File: src/rtl/vga_pkg.sv
// Shared constants and types for the text-mode VGA controller.
package vga_pkg;

    localparam int unsigned N_COL           = 175;
    localparam int unsigned N_ROW           = 65;
    localparam int unsigned N_COL_WIDTH     = 8;
    localparam int unsigned N_ROW_WIDTH     = 7;
    localparam int unsigned N_CHARS_WIDTH   = 7;
    localparam int unsigned UART_DATA_WIDTH = 8;

    localparam logic [6:0] CHAR_SPACE = 7'h20;
    localparam logic [7:0] CHAR_LF    = 8'h0A;
    localparam logic [7:0] CMD_CLEAR  = 8'hFF;

    typedef enum logic [2:0] {
        S_COL,
        S_ROW,
        S_CHR,
        S_END,
        S_SYNC,
        S_CLR
    } state_e;

endpackage

File: src/rtl/uart_cmd_decoder_if.sv
// UART byte input and screen-buffer write bus of the command decoder.
interface uart_cmd_decoder_if;
    import vga_pkg::*;

    logic                       wr_i;
    logic [UART_DATA_WIDTH-1:0] data_i;
    logic                       wr_en_o;
    logic [N_COL_WIDTH-1:0]     col_w_o;
    logic [N_ROW_WIDTH-1:0]     row_w_o;
    logic [N_CHARS_WIDTH-1:0]   din_o;
    logic                       busy_o;
    logic                       err_o;

    modport master (
        output wr_i, data_i,
        input  wr_en_o, col_w_o, row_w_o, din_o, busy_o, err_o
    );

    modport slave (
        input  wr_i, data_i,
        output wr_en_o, col_w_o, row_w_o, din_o, busy_o, err_o
    );

endinterface

File: src/rtl/uart_cmd_decoder_rise_detect.sv
// Rising-edge detector: one-cycle flag when sig_i is high now and was low last cycle.
module rise_detect (
    input  logic clk_i,
    input  logic rstn_i,
    input  logic sig_i,
    output logic rise_c_o
);

    logic sig_q;

    always_ff @(posedge clk_i or negedge rstn_i) begin
        if (!rstn_i) sig_q <= 1'b0;
        else         sig_q <= sig_i;
    end

    assign rise_c_o = sig_i & ~sig_q;

endmodule

File: src/rtl/uart_cmd_decoder.sv
// Turns column/row/char/LF byte packets into buffer writes; 0xFF,LF sweeps the screen with spaces.
module uart_cmd_decoder
    import vga_pkg::*;
#(
    parameter int unsigned N_COL           = vga_pkg::N_COL,
    parameter int unsigned N_ROW           = vga_pkg::N_ROW,
    parameter int unsigned N_COL_WIDTH     = vga_pkg::N_COL_WIDTH,
    parameter int unsigned N_ROW_WIDTH     = vga_pkg::N_ROW_WIDTH,
    parameter int unsigned N_CHARS_WIDTH   = vga_pkg::N_CHARS_WIDTH,
    parameter int unsigned UART_DATA_WIDTH = vga_pkg::UART_DATA_WIDTH,
    parameter int unsigned TIMEOUT_CYCLES  = 1000000
) (
    input  logic                clk_i,
    input  logic                rstn_i,
    uart_cmd_decoder_if.slave   bus
);

    localparam int unsigned TMO_W = $clog2(TIMEOUT_CYCLES + 1);
    localparam logic [TMO_W-1:0]           TMO_LAST = TMO_W'(TIMEOUT_CYCLES - 1);
    localparam logic [UART_DATA_WIDTH-1:0] COL_LIM  = UART_DATA_WIDTH'(N_COL);
    localparam logic [UART_DATA_WIDTH-1:0] ROW_LIM  = UART_DATA_WIDTH'(N_ROW);
    localparam logic [N_COL_WIDTH-1:0]     COL_LAST = N_COL_WIDTH'(N_COL - 1);
    localparam logic [N_ROW_WIDTH-1:0]     ROW_LAST = N_ROW_WIDTH'(N_ROW - 1);

    state_e                     state_q;
    logic                       byte_ev_c;
    logic                       tmo_hit_c;
    logic [UART_DATA_WIDTH-1:0] data_c;
    logic [N_COL_WIDTH-1:0]     col_q, swp_col_q, col_w_q;
    logic [N_ROW_WIDTH-1:0]     row_q, swp_row_q, row_w_q;
    logic [N_CHARS_WIDTH-1:0]   chr_q, din_q;
    logic                       clr_q, bad_q;
    logic                       wr_en_q, busy_q, err_q;
    logic [TMO_W-1:0]           tmo_q;

    rise_detect u_rise (
        .clk_i    (clk_i),
        .rstn_i   (rstn_i),
        .sig_i    (bus.wr_i),
        .rise_c_o (byte_ev_c)
    );

    assign data_c    = bus.data_i;
    // A byte arriving in the expiry cycle takes precedence over the timeout.
    assign tmo_hit_c = !byte_ev_c && (tmo_q == TMO_LAST);

    always_ff @(posedge clk_i or negedge rstn_i) begin
        if (!rstn_i) begin
            state_q   <= S_COL;
            col_q     <= '0;
            row_q     <= '0;
            chr_q     <= '0;
            clr_q     <= 1'b0;
            bad_q     <= 1'b0;
            tmo_q     <= '0;
            swp_col_q <= '0;
            swp_row_q <= '0;
            wr_en_q   <= 1'b0;
            busy_q    <= 1'b0;
            err_q     <= 1'b0;
            col_w_q   <= '0;
            row_w_q   <= '0;
            din_q     <= '0;
        end else begin
            wr_en_q <= 1'b0;
            busy_q  <= 1'b0;
            err_q   <= 1'b0;

            if (byte_ev_c || tmo_hit_c || state_q == S_COL || state_q == S_CLR)
                tmo_q <= '0;
            else
                tmo_q <= tmo_q + TMO_W'(1);

            case (state_q)
                S_COL: begin
                    clr_q <= 1'b0;
                    bad_q <= 1'b0;
                    if (byte_ev_c) begin
                        if (data_c == CMD_CLEAR) begin
                            clr_q   <= 1'b1;
                            state_q <= S_END;
                        end else begin
                            col_q   <= (data_c >= COL_LIM) ? N_COL_WIDTH'(data_c - COL_LIM)
                                                           : N_COL_WIDTH'(data_c);
                            state_q <= S_ROW;
                        end
                    end
                end
                S_ROW: begin
                    if (byte_ev_c) begin
                        row_q <= data_c[N_ROW_WIDTH-1:0];
                        if (data_c >= ROW_LIM) bad_q <= 1'b1;
                        state_q <= S_CHR;
                    end else if (tmo_hit_c) begin
                        err_q   <= 1'b1;
                        state_q <= S_COL;
                    end
                end
                S_CHR: begin
                    if (byte_ev_c) begin
                        chr_q <= data_c[N_CHARS_WIDTH-1:0];
                        if (data_c[7]) bad_q <= 1'b1;
                        state_q <= S_END;
                    end else if (tmo_hit_c) begin
                        err_q   <= 1'b1;
                        state_q <= S_COL;
                    end
                end
                S_END: begin
                    if (byte_ev_c) begin
                        if (data_c != CHAR_LF) begin
                            err_q   <= 1'b1;
                            state_q <= S_SYNC;
                        end else if (clr_q) begin
                            swp_col_q <= '0;
                            swp_row_q <= '0;
                            state_q   <= S_CLR;
                        end else if (bad_q) begin
                            err_q   <= 1'b1;
                            state_q <= S_COL;
                        end else begin
                            wr_en_q <= 1'b1;
                            col_w_q <= col_q;
                            row_w_q <= row_q;
                            din_q   <= chr_q;
                            state_q <= S_COL;
                        end
                    end else if (tmo_hit_c) begin
                        err_q   <= 1'b1;
                        state_q <= S_COL;
                    end
                end
                S_SYNC: begin
                    if (byte_ev_c) begin
                        if (data_c == CHAR_LF) state_q <= S_COL;
                    end else if (tmo_hit_c) begin
                        err_q   <= 1'b1;
                        state_q <= S_COL;
                    end
                end
                S_CLR: begin
                    // Row-major sweep; incoming bytes are dropped but flagged.
                    wr_en_q <= 1'b1;
                    busy_q  <= 1'b1;
                    col_w_q <= swp_col_q;
                    row_w_q <= swp_row_q;
                    din_q   <= N_CHARS_WIDTH'(CHAR_SPACE);
                    err_q   <= byte_ev_c;
                    if (swp_col_q == COL_LAST) begin
                        swp_col_q <= '0;
                        if (swp_row_q == ROW_LAST) begin
                            swp_row_q <= '0;
                            state_q   <= S_COL;
                        end else begin
                            swp_row_q <= swp_row_q + N_ROW_WIDTH'(1);
                        end
                    end else begin
                        swp_col_q <= swp_col_q + N_COL_WIDTH'(1);
                    end
                end
                default: state_q <= S_COL;
            endcase
        end
    end

    assign bus.wr_en_o = wr_en_q;
    assign bus.col_w_o = col_w_q;
    assign bus.row_w_o = row_w_q;
    assign bus.din_o   = din_q;
    assign bus.busy_o  = busy_q;
    assign bus.err_o   = err_q;

endmodule

File: src/flat_wrapper.sv
// flat-port wrapper written by rule: the top's interface ports become plain ports
module uart_cmd_decoder_flat import vga_pkg::*;
#(
    parameter int unsigned N_COL           = vga_pkg::N_COL,
    parameter int unsigned N_ROW           = vga_pkg::N_ROW,
    parameter int unsigned N_COL_WIDTH     = vga_pkg::N_COL_WIDTH,
    parameter int unsigned N_ROW_WIDTH     = vga_pkg::N_ROW_WIDTH,
    parameter int unsigned N_CHARS_WIDTH   = vga_pkg::N_CHARS_WIDTH,
    parameter int unsigned UART_DATA_WIDTH = vga_pkg::UART_DATA_WIDTH,
    parameter int unsigned TIMEOUT_CYCLES  = 1000000
)
  (clk_i, rstn_i, bus_wr_i, bus_data_i, bus_wr_en_o, bus_col_w_o, bus_row_w_o, bus_din_o, bus_busy_o, bus_err_o);
  uart_cmd_decoder_if bus_i ();
  input  logic clk_i;
  input  logic rstn_i;
  input wire logic [$bits(bus_i.wr_i)-1:0] bus_wr_i;
  input wire logic [$bits(bus_i.data_i)-1:0] bus_data_i;
  output wire logic [$bits(bus_i.wr_en_o)-1:0] bus_wr_en_o;
  output wire logic [$bits(bus_i.col_w_o)-1:0] bus_col_w_o;
  output wire logic [$bits(bus_i.row_w_o)-1:0] bus_row_w_o;
  output wire logic [$bits(bus_i.din_o)-1:0] bus_din_o;
  output wire logic [$bits(bus_i.busy_o)-1:0] bus_busy_o;
  output wire logic [$bits(bus_i.err_o)-1:0] bus_err_o;
  assign bus_i.wr_i = bus_wr_i;
  assign bus_i.data_i = bus_data_i;
  assign bus_wr_en_o = bus_i.wr_en_o;
  assign bus_col_w_o = bus_i.col_w_o;
  assign bus_row_w_o = bus_i.row_w_o;
  assign bus_din_o = bus_i.din_o;
  assign bus_busy_o = bus_i.busy_o;
  assign bus_err_o = bus_i.err_o;
  uart_cmd_decoder #(.N_COL(N_COL), .N_ROW(N_ROW), .N_COL_WIDTH(N_COL_WIDTH), .N_ROW_WIDTH(N_ROW_WIDTH), .N_CHARS_WIDTH(N_CHARS_WIDTH), .UART_DATA_WIDTH(UART_DATA_WIDTH), .TIMEOUT_CYCLES(TIMEOUT_CYCLES)) u_core (.clk_i(clk_i), .rstn_i(rstn_i), .bus(bus_i));
endmodule
File: config.mk
export PLATFORM = sky130hd
export DESIGN_NAME = uart_cmd_decoder_flat
export DESIGN_NICKNAME = d
export VERILOG_FILES = /design/src/rtl/vga_pkg.sv /design/src/rtl/uart_cmd_decoder_if.sv /design/src/rtl/uart_cmd_decoder_rise_detect.sv /design/src/rtl/uart_cmd_decoder.sv /design/src/flat_wrapper.sv
export SDC_FILE = /design/constraint.sdc
export NUM_CORES = 1
export LEC_CHECK = 0
export BUFFER_PORTS_ARGS = -buffer_cell sky130_fd_sc_hd__buf_2
export CAP_MARGIN = 20
export CORE_MARGIN = 4
export CORE_UTILIZATION = 45
export CTS_CLUSTER_DIAMETER = 40
export DETAILED_ROUTE_END_ITERATION = 8
export PLACE_DENSITY_LB_ADDON = 0.08
export SLEW_MARGIN = 20
export SYNTH_ARGS = -nofsm -noshare
export SYNTH_HDL_FRONTEND = slang
export SYNTH_SLANG_ARGS = --single-unit
File: constraint.sdc
create_clock -name clk_i -period 1.65 [get_ports clk_i]
set_clock_uncertainty 0.15 [all_clocks]
set_input_delay 0.2475 -clock clk_i [delete_from_list [all_inputs] [get_ports clk_i]]
set_output_delay 0.2475 -clock clk_i [all_outputs]
set_load 0.02 [all_outputs]
# [Word-level counts from Yosys, hierarchy flattened]
# Cells that the tools add are included.
[word_totals] elab_cells=127 regBits=88 output_inout_bits=25
[classes] n_eq_ne=24 reduce_logical=17 n_bitwise=3 n_mux=61 add_sub_neg=4 magnitude_cmp=2
[ops] cell="two-way mux 7 bit" count=13
[ops] cell="two-way mux 8 bit" count=9
[ops] cell="case mux 7 bit (2 select lines)" count=3
[ops] cell="two-way mux 3 bit" count=11
[ops] cell="case mux 8 bit (2 select lines)" count=2
[ops] cell="adder 20 x 1 -> 20 bit (second input constant)" count=1
[ops] cell="== test 20 bit (second input constant)" count=1
[ops] cell="two-way mux 20 bit" count=1
[ops] cell="case mux 3 bit (6 select lines)" count=1
[ops] cell="two-way mux 1 bit" count=17
[ops] cell="== test 8 bit (second input constant)" count=2
[ops] cell="AND reduction 5 bit" count=3
[ops] cell="!= test 2 x 1 -> 1 bit (second input constant)" count=6
[ops] cell="!= test 2 bit (second input constant)" count=6
[ops] cell="adder 8 x 1 -> 8 bit (second input constant)" count=1
[ops] cell="== test 8 x 4 -> 1 bit (second input constant)" count=1
[ops] cell=">= comparator 8 x 7 -> 1 bit (second input constant)" count=1
[ops] cell=">= comparator 8 bit (second input constant)" count=1
[ops] cell="!= test 8 x 4 -> 1 bit (second input constant)" count=1
[ops] cell="AND reduction 4 bit" count=2
[ops] cell="subtractor 8 bit (second input constant)" count=1
[ops] cell="adder 7 x 1 -> 7 bit (second input constant)" count=1
[ops] cell="== test 7 bit (second input constant)" count=1
[ops] cell="== test 3 x 2 -> 1 bit (second input constant)" count=2
[ops] cell="17 further kinds" count=23

# [Depth between registers and ports, before layout]
# Gate-level depths: netlist (run 1).
[logic_depth] word_depth=8 ltp_mapped=9

# [Hierarchy]
# From an unflattened synthesis (run 1), not the netlist that was laid out.
[hier_totals] hier_cells=455 hier_area_um2=4320.4
[modules_own_cells] module="uart_cmd_decoder" area_per_inst_um2=4281.6 n_inst=1 cells_per_inst=453
[modules_own_cells] module="rise_detect" area_per_inst_um2=38.8 n_inst=1 cells_per_inst=2

# [Least setup slack after synthesis (run 1)]
# No wires, ideal clock.
[synth_timing] path_type="flip-flop to flip-flop" startpoint="register u_core.swp_col_q[0]" endpoint="register u_core.swp_row_q[3]" t_required_ns=1.372 period_less_slack_ns=1.819 setup_ns=0.128 setup_slack_ns=-0.169 arrival_ns=1.541 path_stages_with_launch=8 path_cell_list="dfrtp_1 -> inv_1 -> ha_1 -> nand4_1 -> nor4_2 -> a31oi_1 -> o21ai_0 -> o31ai_1"
[synth_via] elab_chain_len=3
[synth_lines] item="start, declared" line_no="uart_cmd_decoder.sv:29" text="logic [N_COL_WIDTH-1:0] col_q, swp_col_q, col_w_q;"
[synth_lines] item="start signal, assigned" line_no="uart_cmd_decoder.sv:158" text="swp_col_q <= swp_col_q + N_COL_WIDTH'(1);"
[synth_lines] item="== test 8 bit" line_no="uart_cmd_decoder.sv:149" text="if (swp_col_q == COL_LAST) begin"
[synth_lines] item="!= test 2 bit (no line)"
[synth_lines] item="AND reduction 5 bit (no line)"
[synth_lines] item="end signal, assigned" line_no="uart_cmd_decoder.sv:155" text="swp_row_q <= swp_row_q + N_ROW_WIDTH'(1);"
[synth_lines] item="end, declared" line_no="uart_cmd_decoder.sv:30" text="logic [N_ROW_WIDTH-1:0] row_q, swp_row_q, row_w_q;"
# Every way passes these cells.
# A chain may end at the register's enable or synchronous reset.

# [Worst setup path in the final report (run 1)]
[layout_timing] startpoint="register u_core.tmo_q[7]" endpoint="register u_core.state_q[0]"
[layout_via] elab_chain_len=5
[layout_lines] item="start, declared" line_no="uart_cmd_decoder.sv:34" text="logic [TMO_W-1:0] tmo_q;"
[layout_lines] item="start signal, assigned" line_no="uart_cmd_decoder.sv:72" text="tmo_q <= tmo_q + TMO_W'(1);"
[layout_lines] item="== test 20 bit *" line_no="uart_cmd_decoder.sv:45" text="assign tmo_hit_c = !byte_ev_c && (tmo_q == TMO_LAST);"
[layout_lines] item="logical AND 1 bit *" line_no="uart_cmd_decoder.sv:45"
[layout_lines] item="two-way mux 3 bit *"
[layout_lines] item="two-way mux 3 bit, on equally long branches"
[layout_lines] item="case mux 3 bit (6 select lines) *"
[layout_lines] item="end signal, assigned" line_no="uart_cmd_decoder.sv:49" text="state_q <= S_COL;"
[layout_lines] item="end signal, assigned" line_no="uart_cmd_decoder.sv:81" text="state_q <= S_END;"
[layout_lines] item="end signal, assigned" line_no="uart_cmd_decoder.sv:85" text="state_q <= S_ROW;"
[layout_lines] item="end, declared" line_no="uart_cmd_decoder.sv:25" text="state_e state_q;"
# Mark *: on every way between the ends. The rest lies on a longest branch, timed or not.

==> results of run 1 <==
[cell usage after synthesis (3+ instances only)]
| cell | count | area share [%] |
|---|---|---|
| sky130_fd_sc_hd__a31oi_1 | 5 | 0.72 |
| sky130_fd_sc_hd__nor3_1 | 7 | 0.80 |
| sky130_fd_sc_hd__buf_4 | 3 | 0.52 |
| sky130_fd_sc_hd__nor2b_1 | 3 | 0.43 |
| sky130_fd_sc_hd__mux2_2 | 8 | 2.1 |
| sky130_fd_sc_hd__o21ai_0 | 55 | 6.3 |
| sky130_fd_sc_hd__mux2i_1 | 12 | 2.8 |
| sky130_fd_sc_hd__buf_2 | 11 | 1.3 |
| sky130_fd_sc_hd__o31ai_1 | 7 | 1.2 |
| sky130_fd_sc_hd__nand3_1 | 19 | 2.2 |
| sky130_fd_sc_hd__nor4_1 | 7 | 1.0 |
| sky130_fd_sc_hd__clkbuf_1 | 5 | 0.43 |
| sky130_fd_sc_hd__nand2_1 | 60 | 5.2 |
| sky130_fd_sc_hd__inv_1 | 13 | 1.1 |
| sky130_fd_sc_hd__dfrtp_1 | 88 | 51 |
| sky130_fd_sc_hd__and2_1 | 4 | 0.57 |
| sky130_fd_sc_hd__nand4_1 | 8 | 1.1 |
| sky130_fd_sc_hd__nor2_1 | 44 | 3.8 |
| sky130_fd_sc_hd__o21ai_1 | 3 | 0.34 |
| sky130_fd_sc_hd__a21oi_1 | 9 | 1.0 |
| sky130_fd_sc_hd__xnor2_1 | 8 | 1.6 |
| sky130_fd_sc_hd__xor2_1 | 14 | 2.8 |
| sky130_fd_sc_hd__ha_1 | 9 | 2.6 |
| sky130_fd_sc_hd__and3_1 | 11 | 1.6 |
| sky130_fd_sc_hd__nand2b_1 | 7 | 1.0 |
[worst max-delay path, delay by kind of cell (launching register included)]
| kind | cells | cell delay (ns) |
|---|---|---|
| flops | 1 | 0.40 |
| buf+inv | 1 | 0.13 |
| simple gates | 3 | 0.86 |
| compound gates | 1 | 0.26 |
[power by group through the flow]
| stage | Combinational, mW | Clock, mW | Sequential (mW) |
|---|---|---|---|
| floorplan | 1.30 | 0 | 3.39 |
| global placement | 2.49 | 0 | 3.20 |
| detailed placement | 2.54 | 0 | 3.22 |
| CTS | 2.66 | 1.53 | 3.18 |
| global route | 3.01 | 1.62 | 3.25 |
| finish | 2.71 | 1.50 | 3.19 |
[area by class of cell]
cell class                      instances  share of cell area (%)
Multi-Input combinational cell        330                    37.6
Sequential cell                        88                    37.6
Timing Repair Buffer                  142                    17.7
Tap cell                              129                    2.76
Clock buffer                            9                    2.11
Clock inverter                          7                    1.24
Inverter                               14                   0.940
[registers in the layout, indices dropped and copies added (netlist names)]
signal               cells
u_core.bad_q             1
u_core.bus.busy_o        1
u_core.bus.col_w_o       8
u_core.bus.din_o         7
u_core.bus.err_o         1
u_core.bus.row_w_o       7
u_core.bus.wr_en_o       1
u_core.chr_q             7
u_core.clr_q             1
u_core.col_q             8
u_core.row_q             7
u_core.state_q           3
u_core.swp_col_q         8
u_core.swp_row_q         7
u_core.tmo_q            20
u_core.u_rise.sig_q      1
[metrics by stage]
stage | power, mW | hold WS [ns] | TNS [ns]
after floorplan | 4.69 | -0.198 | -2.54
after global placement | 5.69 | 0.0229 | -14.14
after detailed placement | 5.75 | 0.0313 | -16.86
after CTS | 7.37 | 0.113 | -5.58
after global routing | 7.89 | 0.124 | -10.94
final | 7.40 | 0.123 | -5.87
[repair_timing]
item / in CTS / in global routing
pin swaps: 17 / 6
buffers inserted: 7 / 3
hold buffers: 2 / 0
endpoints found under the hold margin: 68 / 0
gates resized for setup: 24 / 20
setup endpoints to repair: 43 / 77
[layout by cell type (no fill, tap or decap), types with 5 or more instances in the layout]
cell                        n
sky130_fd_sc_hd__mux2i_1   12
sky130_fd_sc_hd__dfrtp_1   88
sky130_fd_sc_hd__nand3_1   19
sky130_fd_sc_hd__nand4_1    8
sky130_fd_sc_hd__buf_4     99
sky130_fd_sc_hd__ha_1       7
sky130_fd_sc_hd__and3_1     9
sky130_fd_sc_hd__xnor2_1    8
sky130_fd_sc_hd__clkbuf_8   9
sky130_fd_sc_hd__mux2_2     8
sky130_fd_sc_hd__buf_2     34
sky130_fd_sc_hd__nand2_1   58
sky130_fd_sc_hd__nor3_1     6
sky130_fd_sc_hd__nand2b_1   7
sky130_fd_sc_hd__xor2_1    14
sky130_fd_sc_hd__a21oi_1    9
sky130_fd_sc_hd__o21ai_1   32
sky130_fd_sc_hd__inv_1     10
sky130_fd_sc_hd__o21ai_2    5
sky130_fd_sc_hd__nor2_1    42
sky130_fd_sc_hd__o21ai_0   21
[per-layer routing]
metal,GRT usage [%],share of wire [%]
met1,28.8,51
met5,0,0
met2,28.7,43
met3,4.13,4.1
met4,5.00,1.2
[final timing paths]
kind | startpoint | endpoint | slack, ns | cells past startpoint
max | u_core.tmo_q[7] | u_core.state_q[0] | -0.26 | 5
min reg2reg | u_core.bus.col_w_o[7] | u_core.bus.col_w_o[7] | 0.33 | 2
max in group asynchronous | rstn_i | u_core.swp_row_q[2] | 0.59 | 3
min | bus_data_i[0] | u_core.chr_q[0] | 0.12 | 4
min in group asynchronous | rstn_i | u_core.bus.wr_en_o | 0.16 | 2
max reg2reg | u_core.tmo_q[7] | u_core.state_q[0] | -0.26 | 5
[kinds of logic (layout without fill, tap and decap cells)]
| logic type | count (synthesis) | count (layout) | synth area share, % |
|---|---|---|---|
| AO/OA/AOI/OAI | 97 | 97 | 13.6 |
| flip-flops | 88 | 88 | 50.5 |
| buffers and inverters | 33 | 172 | 3.42 |
| AND/OR/NAND/NOR | 182 | 182 | 20.6 |
| adder cells (fa/ha/maj) | 9 | 9 | 2.58 |
| XOR/XNOR | 22 | 22 | 4.42 |
| multiplexers | 20 | 20 | 4.83 |
==> results.md, run 1 <==
* Syn Nets at 471
* Cells along the critical path: nor4_2 > nand3_1 > or3_4 > buf_6 > a311o_1
* Number of fillers in the final layout at roughly 800
* Initial antenna violation count at 0
* Floorplan core area at 0.00933 sq mm
* Share of power burned in combinational logic at 36.6%
* Kind of critical path: reg -> reg
* Max-Slew Margin vs Limit at between 70% and 80%
* Total of warnings raised by yosys at 0
* Fin. Hold Viols at 0
* Wire length after detailed routing at ~10,000 microns
* Required time worst endpoint at ~1.8 ns
* Overall global routing resource usage at 19.4%
* Max Cap Viol at 0
* Number of synthesized register bits at just under 90
* Power density over cell area at 1260 mW/mm^2
* Routability-driven placement congestion ratio at 0.831
* Number of placement rows at 35
* Static leakage power at 2.79 nW
* Worst setup slack after placement at -0.422 ns
* Endpoint arrival time on the critical path at 2.02 ns
* Outcome: finished with violations
* Switching power total at 2.82 mW
* EDFF count, synth at 0
* Final worst-path setup slack at -0.263 ns
* Violated checks: negative setup slack
* Total number of vias at about 3,700
* Async set-or-reset flop fraction in the synthesized netlist at 100%
* Type of the worst min-delay path: in -> reg
* Total of buffers placed on input and output ports at 35
* Cell Count, Final, Fillers Out at 719
* Pre-antenna DRT Iters at 4
* Cell at the slowest stage of the critical path: sky130_fd_sc_hd__dfrtp_1
* Die X at about 110 microns
* Clock Sinks at 88
* TritonCTS clock tree: built
* HPWL reported at the end of detailed placement at 7650 microns
* Finished Cell Area at 0.00586 sq mm
* Min Clock Period, post-route at 1.91 ns
* I/O pin cnt at 36
* Final net count at between 600 and 700
* Final design utilization at 62.8%
* Number of antenna diodes at 0
* Avg WL per Cell at 14.4 microns
* Library cells used by synthesis at 52
* Via density at 5.13
* Antenna-violating nets left at 0
* Synth Flop Type: sky130_fd_sc_hd__dfrtp_1
* Total standard cell area after synthesis at 0.00436 sq mm
* Layout Area Growth over Synthesis at 34.4%
* Remaining global-route overflow at 0
* Clock latency on the worst-skew pair at roughly 0.37 ns
* Worst Setup Start Kind: register
* RSZ-0062 raised after global routing: yes
* Number of global-route vias before repair at 3,613
* Final number of setup-violating endpoints at 41
* Placed cell count at 694
* Switch share at approximately two fifths
* Die Area at ~0.011 sq mm
* Fraction of layout instances using a drive strength above 1 at a little over a third
* DRC violation total after the first TritonRoute iteration at 116
* Wire length of the first global-routing pass at about 17,000 microns
* Delay of the slowest cell on the worst path at 0.40 ns
* Register area share after synthesis at 50.5%
* Cell internal power dissipation at 4.58 mW
* Instance count of the mapped netlist at between 400 and 500
* Multi-input gate area at roughly 0.0022 sq mm
* Worst Max-Slew Pin Slew at 0.433 ns
* TritonCTS Buffers at 9
* Slew Viols, Final at 0
* Initial core utilization at 46.7%
* Total number of H-tree levels at 3
* Die boundary height at 106 microns
* Max rail drop VDD at 690 uV
* Pin count of the biggest net entering global routing at 40
* Placed instance area at around 0.0054 sq mm
* Root buffer cell: sky130_fd_sc_hd__clkbuf_8
* Synth Area per Inst at 9.66 sq um
* Deepest clock path buffer count at 2
* Sequential share of power at a little over two fifths
* Clock-pin slew reported for the worst setup and hold paths after clock tree synthesis at 0.10 ns
* Period utilization at 116%
* Storage cell area at 0.00220 sq mm
* Remaining routing DRC violations at 0
* Worst Path Max Fanout at 2
* Clk pwr share at 20.3%
* Highest attainable clock frequency at approximately 520 MHz
* Critical path capture point type: register
No activity file was read; power rests on OpenSTA's default activity.
==> run 2, diff against run 1 <==
--- a/config.mk
+++ b/config.mk
@@ -11,6 +11,7 @@
 export CORE_UTILIZATION = 45
 export CTS_CLUSTER_DIAMETER = 40
 export DETAILED_ROUTE_END_ITERATION = 8
+export MAX_ROUTING_LAYER = met4
 export PLACE_DENSITY_LB_ADDON = 0.08
 export SLEW_MARGIN = 20
 export SYNTH_ARGS = -nofsm -noshare
==> run 2 against run 1 <==
  * The flow still finishes with violations (negative setup slack)
  * Critical path depth did not move
  * Register-to-register slack gained 0.02 ns
  * Cell area unchanged
  * Total power about the same
  * Sequential share of layout area is the same
  * Sequential power about the same
  * Setup slack better by 0.024 ns
==> results.md, run 2 (same netlist as run 1, synthesis figures left out) <==
* Outcome: finished with violations (unchanged)
* Violated checks: negative setup slack (unchanged)
* Placed cell count at 694 (unchanged)
* Worst Max-Slew Pin Slew at 0.420 ns (was 0.433 ns)
* Worst Path Max Fanout at 2 (unchanged)
* Final net count at 605 (unchanged)
* Clock-pin slew reported for the worst setup and hold paths after clock tree synthesis at 0.10 ns (about the same)
* Power density over cell area at 1260 mW/mm^2 (about the same)
* Type of the worst min-delay path: in -> reg (unchanged)
* Max rail drop VDD at 690 uV (about the same)
* Floorplan core area at 0.00933 sq mm (unchanged)
* Remaining routing DRC violations at 0 (unchanged)
* Fin. Hold Viols at 0 (unchanged)
* Worst hold slack across all endpoints at 0.123 ns (about the same)
* Total number of vias at 3,653 (was 3,685)
* Largest reg by FF count: u_core.tmo_q (unchanged)
* Commonest non-fill, non-tap cells in the layout: sky130_fd_sc_hd__buf_4, sky130_fd_sc_hd__dfrtp_1, sky130_fd_sc_hd__nand2_1, sky130_fd_sc_hd__nor2_1, sky130_fd_sc_hd__buf_2 (unchanged)
* Routability-driven placement congestion ratio at 0.844 (was 0.831)
* Die Area at 0.0113 sq mm (unchanged)
* Total power consumption of the routed design at 7.40 mW (about the same)
* Required time worst endpoint at 1.76 ns (about the same)
* DRC violation total after the first TritonRoute iteration at 138 (was 116)
* Final design utilization at 62.8% (unchanged)
* Initial antenna violation count at 0 (unchanged)
* I/O pin cnt at 36 (unchanged)
* Max Cap Viol at 0 (unchanged)
* Via density at 5.08 (was 5.13)
* Number of placement rows at 35 (unchanged)
* Clock Sinks at 88 (unchanged)
* Fraction of layout instances using a drive strength above 1 at 34.7% (was 34.9%)
* TritonCTS Buffers at 9 (unchanged)
* Endpoint arrival time on the critical path at 2.00 ns (was 2.02 ns)
* Die boundary height at 106 microns (unchanged)
* Static leakage power at 2.79 nW (about the same)
* Remaining global-route overflow at 0 (unchanged)
* Initial core utilization at 46.7% (unchanged)
* Commonest non-fill, non-tap cell in the layout: sky130_fd_sc_hd__buf_4 (unchanged)
* Max-Slew Margin vs Limit at 71.9% (was 71.1%)
* Number of global-route vias before repair at 3,613 (unchanged)
* Cell Count, Final, Fillers Out at 719 (unchanged)
* RSZ-0062 raised after global routing: yes (unchanged)
* Slew Viols, Final at 0 (unchanged)
* Largest delay contributor family on the critical path: simple AND/OR/NAND/NOR gates (unchanged)
* Wire length of the first global-routing pass at 17,500 microns (about the same)
* Critical path buffers and inverters at 1 (unchanged)
* Clock latency on the worst-skew pair at 0.37 ns (about the same)
* Final number of setup-violating endpoints at 42 (was 41)
* Overall global routing resource usage at 19.9% (was 19.4%)
* Cell at the slowest stage of the critical path: sky130_fd_sc_hd__dfrtp_1 (unchanged)
* HPWL reported at the end of detailed placement at 7650 microns (unchanged)
* Critical path capture point type: register (unchanged)
* TritonCTS clock tree: built (unchanged)
* Final worst-path setup slack at -0.240 ns (was -0.263 ns)
* Pin count of the biggest net entering global routing at 40 (unchanged)
* Min Clock Period, post-route at 1.89 ns (was 1.91 ns)
* Avg WL per Cell at 14.4 microns (about the same)
* Wire length after detailed routing at 10,400 microns (about the same)
* Worst Setup Start Kind: register (unchanged)
* Total number of H-tree levels at 3 (unchanged)
* Deepest clock path buffer count at 2 (unchanged)
* Worst setup slack after placement at -0.422 ns (unchanged)
* Root buffer cell: sky130_fd_sc_hd__clkbuf_8 (unchanged)
* Antenna-violating nets left at 0 (unchanged)
* Max FFs per register at 20 (unchanged)
* Die X at 106 microns (unchanged)
* Kind of critical path: reg -> reg (unchanged)
* Period utilization at 115% (was 116%)
* Total of buffers placed on input and output ports at 35 (unchanged)
* Pre-antenna DRT Iters at 4 (unchanged)
* Cells along the critical path: nor4_2 > nand3_1 > or3_4 > buf_6 > a311o_1 (unchanged)
* Number of antenna diodes at 0 (unchanged)
* Layout Area Growth over Synthesis at 34.4% (unchanged)
* Highest attainable clock frequency at 529 MHz (was 523 MHz)
* Delay of the slowest cell on the worst path at 0.40 ns (about the same)
-- run 2: cell counts in the layout (fill, tap and decap cells not counted) --
Identical to the previous run, type by type.
-- run 2: repair_timing --
item / CTS / global route
hold endpoints to repair: 68 / 0
pin swaps: 17 / 6
buffers inserted: 7 / 3
hold buffers: 2 / 0
setup endpoints to repair: 43 / 77
resized for setup: 24 / 20
cloned: 0 / 0
-- run 2: cell type report --
| cell class | count | area (sq um) |
|---|---|---|
| tap | 129 | 161 |
| fill | 795 | 3470 |
| inverter | 14 | 55.1 |
| timing repair buffer | 142 | 1040 |
| clock buffer | 9 | 124 |
| multi-input combinational | 330 | 2200 |
| sequential | 88 | 2200 |
| clock inverter | 7 | 72.6 |
-- run 2: worst reg2reg max path: cells and delay by family (launching register included) --
kind | cells | cell delay [ns]
AOI/OAI and AO/OA | 1 | 0.26
buffers and inverters | 1 | 0.13
DFF | 1 | 0.40
and+or+nand+nor | 3 | 0.83
-- run 2: final timing paths --
path	from	slack (ns)	to	cells after the start
worst max-delay path	u_core.tmo_q[7]	-0.24	u_core.state_q[0]	5
max in group asynchronous	rstn_i	0.59	u_core.swp_row_q[2]	3
worst min-delay path	bus_data_i[0]	0.12	u_core.chr_q[0]	4
worst max register to register	u_core.tmo_q[7]	-0.24	u_core.state_q[0]	5
min in group asynchronous	rstn_i	0.16	u_core.bus.wr_en_o	2
worst min register to register	u_core.bus.col_w_o[7]	0.33	u_core.bus.col_w_o[7]	2
-- run 2: per-layer routing --
layer / GRT usage, % / up-vias / share of wire, %
met5: - / - / 0
met4: 5.00 / 0 / 1.2
met3: 4.13 / 12 / 4.1
met2: 28.6 / 65 / 44
met1: 28.9 / 1723 / 51
li1: - / 1853 / -
-- run 2: through the flow --
stage                     setup TNS (ns)  cell area (sq um)
after floorplan                    -2.54               4460
after global placement            -14.14               5430
after detailed placement          -16.86               5430
after CTS                          -5.58               5760
after global routing              -11.10               5860
final                              -5.41               5860
-- run 2: report_power, final --
group | switching (mW) | leakage, nW | total (mW) | internal, mW
sequential | 0.427 | 1.15 | 3.19 | 2.76
combinational | 1.48 | 1.54 | 2.71 | 1.23
clock | 0.906 | 0.0970 | 1.50 | 0.594
total | 2.82 | 2.79 | 7.40 | 4.59
==> run 3, diff against run 2 <==
--- a/config.mk
+++ b/config.mk
@@ -11,9 +11,9 @@
 export CORE_UTILIZATION = 45
 export CTS_CLUSTER_DIAMETER = 40
 export DETAILED_ROUTE_END_ITERATION = 8
-export MAX_ROUTING_LAYER = met4
 export PLACE_DENSITY_LB_ADDON = 0.08
 export SLEW_MARGIN = 20
 export SYNTH_ARGS = -nofsm -noshare
 export SYNTH_HDL_FRONTEND = slang
 export SYNTH_SLANG_ARGS = --single-unit
+export TNS_END_PERCENT = 30
==> run 3 against run 2 <==
  * The run still ends with negative setup slack left
  * Cell area rose by 4.4%
  * First-iteration DRC count rose by 79%
  * Die area did not move
  * Critical path depth rose by 2
==> results.md, run 3 (same netlist as run 1, synthesis figures left out) <==
* Outcome: finished with violations (unchanged)
* Violated checks: negative setup slack (unchanged)
* Cell internal power dissipation at 5.17 mW (was 4.59 mW)
* Total number of H-tree levels at 3 (unchanged)
* Worst Setup Start Kind: register (unchanged)
* Overall global routing resource usage at 20.5% (was 19.9%)
* Total of buffers placed on input and output ports at 35 (unchanged)
* Required time worst endpoint at 1.73 ns (was 1.76 ns)
* Type of the worst min-delay path: in -> reg (unchanged)
* Pin count of the biggest net entering global routing at 46 (was 40)
* Pre-antenna DRT Iters at 4 (unchanged)
* Final number of setup-violating endpoints at 39 (was 42)
* Initial antenna violation count at 0 (unchanged)
* Layout Area Growth over Synthesis at 40.4% (was 34.4%)
* Number of antenna diodes at 0 (unchanged)
* Hold path cells at 3 (was 4)
* Logic depth of the worst register-to-register path at 7 (was 5)
* Share of power burned in combinational logic at 40.0% (was 36.7%)
* RSZ-0062 raised after global routing: yes (unchanged)
* Wire length after detailed routing at 10,900 microns (was 10,400 microns)
* Number of global-route vias before repair at 3,887 (was 3,613)
* Remaining routing DRC violations at 0 (unchanged)
* Worst Max-Slew Pin Slew at 0.363 ns (was 0.420 ns)
* Total number of vias at 3,735 (was 3,653)
* Antenna-violating nets left at 0 (unchanged)
* Die Area at 0.0113 sq mm (unchanged)
* Routability-driven placement congestion ratio at 0.804 (was 0.844)
* Cell at the slowest stage of the critical path: sky130_fd_sc_hd__or3_4 (was sky130_fd_sc_hd__dfrtp_1)
* Cells along the critical path: nor4_2 > nand2_1 > or3_4 > o311ai_4 > buf_12 > buf_16 > nor2_2 (was nor4_2 > nand3_1 > or3_4 > buf_6 > a311o_1)
* HPWL reported at the end of detailed placement at 7670 microns (was 7650 microns)
* Internal reg-to-reg setup slack at -0.26 ns (was -0.24 ns)
* Period utilization at 116% (was 115%)
* Power density over cell area at 1310 mW/mm^2 (was 1260 mW/mm^2)
* Critical path capture point type: register (unchanged)
* Avg WL per Cell at 15.1 microns (was 14.4 microns)
* Commonest non-fill, non-tap cell in the layout: sky130_fd_sc_hd__buf_4 (unchanged)
* Clock latency on the worst-skew pair at 0.35 ns (was 0.37 ns)
* Clk pwr share at 21.0% (was 20.3%)
* Clock-pin slew reported for the worst setup and hold paths after clock tree synthesis at 0.09 ns (was 0.10 ns)
* Endpoint arrival time on the critical path at 1.99 ns (was 2.00 ns)
* Max FFs per register at 20 (unchanged)
* Max rail drop VDD at 577 uV (was 690 uV)
* Commonest non-fill, non-tap cells in the layout: sky130_fd_sc_hd__buf_4, sky130_fd_sc_hd__dfrtp_1, sky130_fd_sc_hd__nand2_1, sky130_fd_sc_hd__o21ai_0, sky130_fd_sc_hd__buf_2 (was sky130_fd_sc_hd__buf_4, sky130_fd_sc_hd__dfrtp_1, sky130_fd_sc_hd__nand2_1, sky130_fd_sc_hd__nor2_1, sky130_fd_sc_hd__buf_2)
* Root buffer cell: sky130_fd_sc_hd__clkbuf_8 (unchanged)
* Initial core utilization at 46.7% (unchanged)
* Kind of critical path: reg -> reg (unchanged)
* Deepest clock path buffer count at 2 (unchanged)
* Highest attainable clock frequency at 524 MHz (was 529 MHz)
* Static leakage power at 2.84 nW (was 2.79 nW)
* Sequential share of power at 39.0% (was 43.1%)
* Switch share at 35.3% (was 38.1%)
* Number of placement rows at 35 (unchanged)
* Floorplan core area at 0.00933 sq mm (unchanged)
* Fin. Hold Viols at 0 (unchanged)
* TritonCTS Buffers at 9 (unchanged)
* Max Cap Viol at 0 (unchanged)
* Final worst-path setup slack at -0.259 ns (was -0.240 ns)
* Fraction of layout instances using a drive strength above 1 at 38.9% (was 34.7%)
* DRC violation total after the first TritonRoute iteration at 247 (was 138)
* Worst Path Max Fanout at 5 (was 2)
* Max-Slew Margin vs Limit at 75.7% (was 71.9%)
* Final net count at 609 (was 605)
* Remaining global-route overflow at 0 (unchanged)
* Clock Sinks at 88 (unchanged)
* Wire length of the first global-routing pass at 18,600 microns (was 17,500 microns)
* Placed instance area at 0.00547 sq mm (was 0.00543 sq mm)
* Largest reg by FF count: u_core.tmo_q (unchanged)
* Switching power total at 2.82 mW (about the same)
* Die X at 106 microns (unchanged)
* TritonCTS clock tree: built (unchanged)
* I/O pin cnt at 36 (unchanged)
* Min Clock Period, post-route at 1.91 ns (was 1.89 ns)
* Slew Viols, Final at 0 (unchanged)
* Delay of the slowest cell on the worst path at 0.42 ns (was 0.40 ns)
* Via density at 5.17 (was 5.08)
* Total power consumption of the routed design at 7.99 mW (was 7.40 mW)
* Finished Cell Area at 0.00611 sq mm (was 0.00586 sq mm)
* Die boundary height at 106 microns (unchanged)
run 3: repair_timing:
item                                    CTS  global route
endpoints found under the setup margin   55            72
hold endpoints to repair                 89             0
gates resized for setup                  39            42
hold buffers                              2             0
gates cloned                              3             0
pin swaps                                20            12
buffers inserted                          5             3
run 3: power groups by stage:
stage | clock network (mW) | registers (mW) | logic, mW
floorplan | 0 | 3.39 | 1.26
global placement | 0 | 3.13 | 2.49
detailed placement | 0 | 3.15 | 2.55
CTS | 1.73 | 3.12 | 3.00
global route | 1.81 | 3.21 | 3.49
finish | 1.68 | 3.12 | 3.19
run 3: layer usage:
metal	GRT usage [%]	part of all wire [%]
met4	8.60	1.5
met3	2.61	2.5
met2	34.8	51
met5	0	0
met1	26.4	45
run 3: final timing paths:
| path | startpoint | to |
|---|---|---|
| worst max register to register | u_core.tmo_q[6] | u_core.tmo_q[9] |
| worst max-delay path | u_core.tmo_q[6] | u_core.tmo_q[9] |
| worst min-delay path | bus_data_i[5] | u_core.chr_q[5] |
| min in group asynchronous | rstn_i | u_core.swp_col_q[1] |
| worst min register to register | u_core.bus.row_w_o[4] | u_core.bus.row_w_o[4] |
| max in group asynchronous | rstn_i | u_core.state_q[0] |
run 3: metrics by stage:
step	worst slack [ns]	TNS (ns)	util, %	instances	hold slack (ns)
floorplan	-0.138	-2.45	-	451	-0.198
global placement	-0.322	-14.42	58.6	695	0.0229
detailed placement	-0.335	-14.51	58.6	695	0.0283
CTS	-0.205	-5.72	64.0	720	0.141
global route	-0.330	-12.14	65.6	723	0.166
finish	-0.259	-7.16	65.6	723	0.169
run 3: cell type report:
cell class              instances  area, sq um
well taps                     129          161
fillers                       790         3210
clock buffers                  12          145
inverters                      14         55.1
repair buffers                146         1170
multi-input cells             330         2300
flip-flops and latches         88         2200
clock inverters                 4         77.6
run 3: worst max-delay path: cells and delay by family (launching register included):
kind | cells | cell delay, ns
DFF | 1 | 0.41
and+or+nand+nor | 4 | 0.83
buffers and inverters | 2 | 0.31
AOI/OAI and AO/OA | 1 | 0.08
